`src/rtl/hps_io_sequencer.sv`:
```
// Splits the HPS SPI word stream into command/data words per enable window and locks one channel.
// Optional idle watchdog enabled by defining HPS_SEQ_WATCHDOG_EN.
module hps_io_sequencer #(
  parameter int CNT_W   = 12,
  parameter int TIMEOUT = 65535
) (
  input  logic             clk_sys,
  input  logic             reset,
  input  logic [31:0]      gp_out,
  input  logic             io_strobe,
  input  logic [15:0]      resp_fpga,
  input  logic [15:0]      resp_osd,
  input  logic [15:0]      resp_io,
  output logic [15:0]      gp_in,
  output logic [1:0]       ch_sel,
  output logic [15:0]      cmd,
  output logic             cmd_valid,
  output logic [15:0]      data,
  output logic             data_valid,
  output logic [CNT_W-1:0] word_cnt,
  output logic             xfer_end,
  output logic             overflow
);

  typedef enum logic [1:0] {S_IDLE, S_CMD, S_DATA} state_t;

  state_t           state_q, state_d;
  logic [1:0]       ch_sel_q, ch_sel_d;
  logic [15:0]      cmd_q, cmd_d, data_q, data_d, gp_in_q, gp_in_d;
  logic [CNT_W-1:0] cnt_q, cnt_d;
  logic             first_q, first_d;
  logic             ovf_q, ovf_d;
  logic             cmd_valid_q, cmd_valid_d, data_valid_q, data_valid_d;
  logic             xfer_end_q, xfer_end_d;

  logic [15:0] word;
  logic [2:0]  en;         // {io, osd, fpga}
  logic [2:0]  lock_mask;
  logic [2:0]  avail;
  logic        locked_en;
  logic        timeout_hit;
  logic        unused_gp_bits;

  assign word           = gp_out[15:0];
  assign en             = gp_out[20:18];
  assign unused_gp_bits = ^{gp_out[31:21], gp_out[17:16]};

  always_comb begin
    case (ch_sel_q)
      2'd1:    lock_mask = 3'b001;
      2'd2:    lock_mask = 3'b010;
      2'd3:    lock_mask = 3'b100;
      default: lock_mask = 3'b000;
    endcase
  end
  assign locked_en = |(en & lock_mask);

`ifdef HPS_SEQ_WATCHDOG_EN
  localparam int WD_W = $clog2(TIMEOUT + 1);
  logic [WD_W-1:0] wd_q, wd_d;
  logic [2:0]      blk_q, blk_d;   // channels that timed out and still hold their enable
  assign avail = en & ~blk_q;
`else
  assign avail = en;
`endif

  // NOTE: every signal gets its default before the case so no path leaves one unassigned (no latches).
  always_comb begin
    state_d      = state_q;
    ch_sel_d     = ch_sel_q;
    cmd_d        = cmd_q;
    data_d       = data_q;
    cnt_d        = cnt_q;
    first_d      = first_q;
    ovf_d        = ovf_q;
    cmd_valid_d  = 1'b0;
    data_valid_d = 1'b0;
    xfer_end_d   = 1'b0;
    timeout_hit  = 1'b0;
    gp_in_d      = '0;
`ifdef HPS_SEQ_WATCHDOG_EN
    wd_d  = '0;
    blk_d = blk_q & en;
`endif

    case (state_q)
      S_IDLE: begin
        if      (avail[2]) ch_sel_d = 2'd3;
        else if (avail[1]) ch_sel_d = 2'd2;
        else if (avail[0]) ch_sel_d = 2'd1;
        if (|avail) state_d = S_CMD;
      end
      S_CMD: begin
        if (io_strobe) begin
          cmd_d       = word;
          cmd_valid_d = 1'b1;
          cnt_d       = '0;
          first_d     = 1'b1;
          state_d     = S_DATA;
        end
      end
      S_DATA: begin
        if (io_strobe) begin
          data_d       = word;
          data_valid_d = 1'b1;
          // The first data word keeps index 0; later words advance and stick at all-ones.
          if (first_q)     first_d = 1'b0;
          else if (&cnt_q) ovf_d   = 1'b1;
          else             cnt_d   = cnt_q + 1'b1;
        end
      end
      default: state_d = S_IDLE;
    endcase

`ifdef HPS_SEQ_WATCHDOG_EN
    if (state_q != S_IDLE) begin
      if (io_strobe)                            wd_d        = '0;
      else if (wd_q == WD_W'(TIMEOUT - 1))      timeout_hit = 1'b1;
      else                                      wd_d        = wd_q + 1'b1;
    end
    if (timeout_hit && locked_en) blk_d = blk_d | lock_mask;
`endif

    if (state_q != S_IDLE && (!locked_en || timeout_hit)) begin
      xfer_end_d = 1'b1;
      ch_sel_d   = 2'd0;
      state_d    = S_IDLE;
    end

    // Mux on the next channel so gp_in is 0 exactly while ch_sel reads 0.
    case (ch_sel_d)
      2'd1:    gp_in_d = resp_fpga;
      2'd2:    gp_in_d = resp_osd;
      2'd3:    gp_in_d = resp_io;
      default: gp_in_d = '0;
    endcase
  end

  // NOTE: sequential state uses non-blocking assignments so all registers update from the same snapshot.
  always_ff @(posedge clk_sys or posedge reset) begin
    if (reset) begin
      state_q      <= S_IDLE;
      ch_sel_q     <= '0;
      cmd_q        <= '0;
      data_q       <= '0;
      gp_in_q      <= '0;
      cnt_q        <= '0;
      first_q      <= 1'b0;
      ovf_q        <= 1'b0;
      cmd_valid_q  <= 1'b0;
      data_valid_q <= 1'b0;
      xfer_end_q   <= 1'b0;
    end else begin
      state_q      <= state_d;
      ch_sel_q     <= ch_sel_d;
      cmd_q        <= cmd_d;
      data_q       <= data_d;
      gp_in_q      <= gp_in_d;
      cnt_q        <= cnt_d;
      first_q      <= first_d;
      ovf_q        <= ovf_d;
      cmd_valid_q  <= cmd_valid_d;
      data_valid_q <= data_valid_d;
      xfer_end_q   <= xfer_end_d;
    end
  end

`ifdef HPS_SEQ_WATCHDOG_EN
  always_ff @(posedge clk_sys or posedge reset) begin
    if (reset) begin
      wd_q  <= '0;
      blk_q <= '0;
    end else begin
      wd_q  <= wd_d;
      blk_q <= blk_d;
    end
  end
`endif

  assign gp_in      = gp_in_q;
  assign ch_sel     = ch_sel_q;
  assign cmd        = cmd_q;
  assign cmd_valid  = cmd_valid_q;
  assign data       = data_q;
  assign data_valid = data_valid_q;
  assign word_cnt   = cnt_q;
  assign xfer_end   = xfer_end_q;
  assign overflow   = ovf_q;

endmodule

```
`config.mk`:
```
export PLATFORM = sky130hd
export DESIGN_NAME = hps_io_sequencer
export DESIGN_NICKNAME = d
export VERILOG_FILES = /design/src/rtl/hps_io_sequencer.sv
export SDC_FILE = /design/constraint.sdc
export NUM_CORES = 1
export LEC_CHECK = 0
export CORE_MARGIN = 2
export CORE_UTILIZATION = 37
export DETAILED_ROUTE_END_ITERATION = 12
export PLACE_DENSITY = 0.79
export SYNTH_ARGS = -nofsm -noshare
export SYNTH_HDL_FRONTEND = slang
export SYNTH_SLANG_ARGS = --single-unit
```
`constraint.sdc`:
```
create_clock -name clk_sys -period 2.61 [get_ports clk_sys]
set_input_delay 0.783 -clock clk_sys [delete_from_list [all_inputs] [get_ports clk_sys]]
set_output_delay 0.783 -clock clk_sys [all_outputs]
set_load 0.01 [all_outputs]
```
==> flow_summary.json <==
{
  "p_total_mw": 4.69,
  "final_cell_mix": "135 x clkdlybuf4s50_1, 69 x dfrtp_1, 61 x nand2_1",
  "routed_wl_um": 8250,
  "worstHoldStart": "cmd[13]",
  "relSlewSlack_pct": 51.3,
  "clk_latency_ns": 0.35,
  "setup_ws_ns": 0.364,
  "io_pins": 149,
  "status": "completed",
  "design.core.area_um2": 8260,
  "dieArea_um2": 9300,
  "overflow": 0,
  "reg2reg_slack_ns": 0.71,
  "arrival_ns": 1.46,
  "nNetsFinal": 547,
  "finalInstanceArea_um2": 4870,
  "hold_depth": 2,
  "crit_path_cell_trace": "clkdlybuf4s50_1",
  "path_max_fanout": 8,
  "fin_cells": 572,
  "grt_pass1_vias": 2934,
  "hold_end": "cmd[13]",
  "cts_hold_buffers": 0,
  "via_per_inst": 5.08,
  "grt_start_max_net_pins": 70,
  "post-route-drc-count": 0,
  "synth.area.top_cells": "dfrtp_1 55%, nand2_1 7.2%, mux2_2 6.1%",
  "ys_seq_elements": 69,
  "synth_flop_cell": "dfrtp_1",
  "final_common_cell": "clkdlybuf4s50_1",
  "crit_cells": 1,
  "final.setup.tns_ns": 0,
  "grt_use_total_pct": 18.8,
  "post_synth_num_cell_types": 42,
  "syn_inst": 320,
  "synth-edff-count": 0,
  "clk_path_buf_depth": 2,
  "wire_per_inst_um": 14.4,
  "synth_fp_nets": 404,
  "drt_iter0_drc": 74,
  "worstSetupPathType": "reg2out",
  "ir_drop_mv": 0.377,
  "final_core_util_pct": 59.0,
  "required_ns": 1.83,
  "htreeDepth": 3,
  "rsz0062_at_grt": "false",
  "end_kind": "primary output",
  "drv_slew": 0,
  "path_delay_family": "buffers and inverters",
  "post_cts_resized": 0,
  "cts.sinks": 69,
  "critPathLaunchType": "register",
  "cp_slowest_cell": "clkdlybuf4s50_1",
  "worst-path-buf-inv": 1,
  "antenna_found_initial": 0,
  "holdWs_ns": 0.474,
  "rr_worst_depth": 4,
  "synth-async-reset-ratio_pct": 100,
  "worst_r2r_endpoint": "gp_in[12]",
  "path_clk_slew_ns": 0.07,
  "gp_congestion": 0.901,
  "yosysWarnings": 0,
  "tightestPinTransition_ns": 0.729,
  "die_x_um": 96.5,
  "fin_worst_skew_ns": 0.00645,
  "io_buffers": 135,
  "avgSynthCellArea_um2": 9.88,
  "vias": 2905,
  "synth_area_um2": 3160,
  "place.detailed.hpwl_um": 6170,
  "hold_violations": 0,
  "cts-buffers-inserted": 9,
  "yosys.area.top_type_share_pct": 54.6,
  "postPlaceCellArea_um2": 4660,
  "rows": 33,
  "fmax_mhz": 445,
  "synth_top_area_cell": "dfrtp_1",
  "p_per_area_nw_per_um2": 962,
  "die_height_um": 96.5,
  "ys_seq_area_share_pct": 54.6,
  "root_buffer": "clkbuf_8",
  "setup_viol": 0,
  "synthToLayoutAreaGrowth_pct": 54.1,
  "cts_tree": "done",
  "drv_cap": 0,
  "timing.rr.start": "state_q[0]",
  "finalCriticalPeriod_ns": 2.25,
  "fin_crit_sh_pct": 86.1,
  "place_ws_ns": 0.0192,
  "leakagePower_nw": 2.20,
  "drtAntennaViolNets": 0,
  "first_pass_iters": 4,
  "hp-class": "reg2reg",
  "post_cts_buffers": 0,
  "grt_pass1_wl_um": 13200,
  "num_antenna_cells": 0,
  "start_util_pct": 38.3,
  "post-place-cells": 557,
  "drive_gt1_share_pct": 11.1,
  "slowest_delay_ns": 0.63
}
metal layers:
| metal | vias up | track usage, % | wire length, µm |
|---|---|---|---|
| li1 | 1397 | - | - |
| met1 | 1373 | 19.7 | 3180 |
| met2 | 123 | 32.6 | 4020 |
| met3 | 12 | 7.45 | 867 |
| met4 | 0 | 9.39 | 191 |
| met5 | - | 0 | 0 |
worst register-to-register path, delay by kind of cell (launching register included):
family          cells  cell delay (ns)
compound gates      3             0.95
flops               1             0.51
simple gates        1             0.27
cell usage after synthesis, types with 2 or more instances:
cell type and instances:
o311ai_0 2, nor2_1 6, o21ai_0 21, a31oi_1 9, clkbuf_1 2, nand3_1 5, and2_1 2, o21a_1 3
nand2_1 61, nor3_1 4, or2_1 2, and4_1 2, a21oi_1 7, and3_1 4, dfrtp_1 69, o211ai_1 2
nor2_2 2, buf_2 9, nand2b_1 3, o21ai_1 2, a21oi_2 2, inv_2 2, mux2_2 17, nor2b_1 3
o221ai_1 18, or3_1 2, or4_1 3, nand4_1 3, inv_1 40
worst max path at each step:
stage	to	slack, ns	startpoint
floorplan	ch_sel[0]	0.09	reset
global placement	gp_in[5]	0.09	gp_out[19]
detailed placement	gp_in[2]	0.02	gp_out[19]
CTS	ch_sel[0]	0.35	ch_sel[0]
global route	gp_in[2]	0.29	gp_out[19]
finish	ch_sel[0]	0.36	ch_sel[0]
logic make-up (layout without fill, tap and decap cells):
group | after synthesis | after routing | share of synthesized area [%]
muxes | 18 | 18 | 6.37
AOI/OAI and AO/OA | 73 | 73 | 16.1
buffers and inverters | 54 | 201 | 7.00
adders and majority gates | 1 | 1 | 0.396
DFF | 69 | 69 | 54.6
and+or+nand+nor | 105 | 105 | 15.5
final cells by class:
cell class                 instances  area [µm²]
timing repair buffer             144        1430
clock buffer                      10         138
clock inverter                     5        75.1
tap                              105         131
fill                             716        3380
multi-input combinational        197        1210
inverter                          42         158
sequential                        69        1730
power breakdown:
group          leakage [nW]  total, mW  switching, mW  internal, mW
combinational          1.21       2.02          0.894          1.12
sequential            0.878       1.73          0.249          1.48
clock                 0.112      0.947          0.393         0.553
flip-flops by register name, summed over array words and instances (netlist names):
register	cells
ch_sel	2
cmd	16
cmd_valid	1
data	16
data_valid	1
first_q	1
gp_in	16
overflow	1
state_q	2
word_cnt	12
xfer_end	1
(Power assumes the default switching activity.)
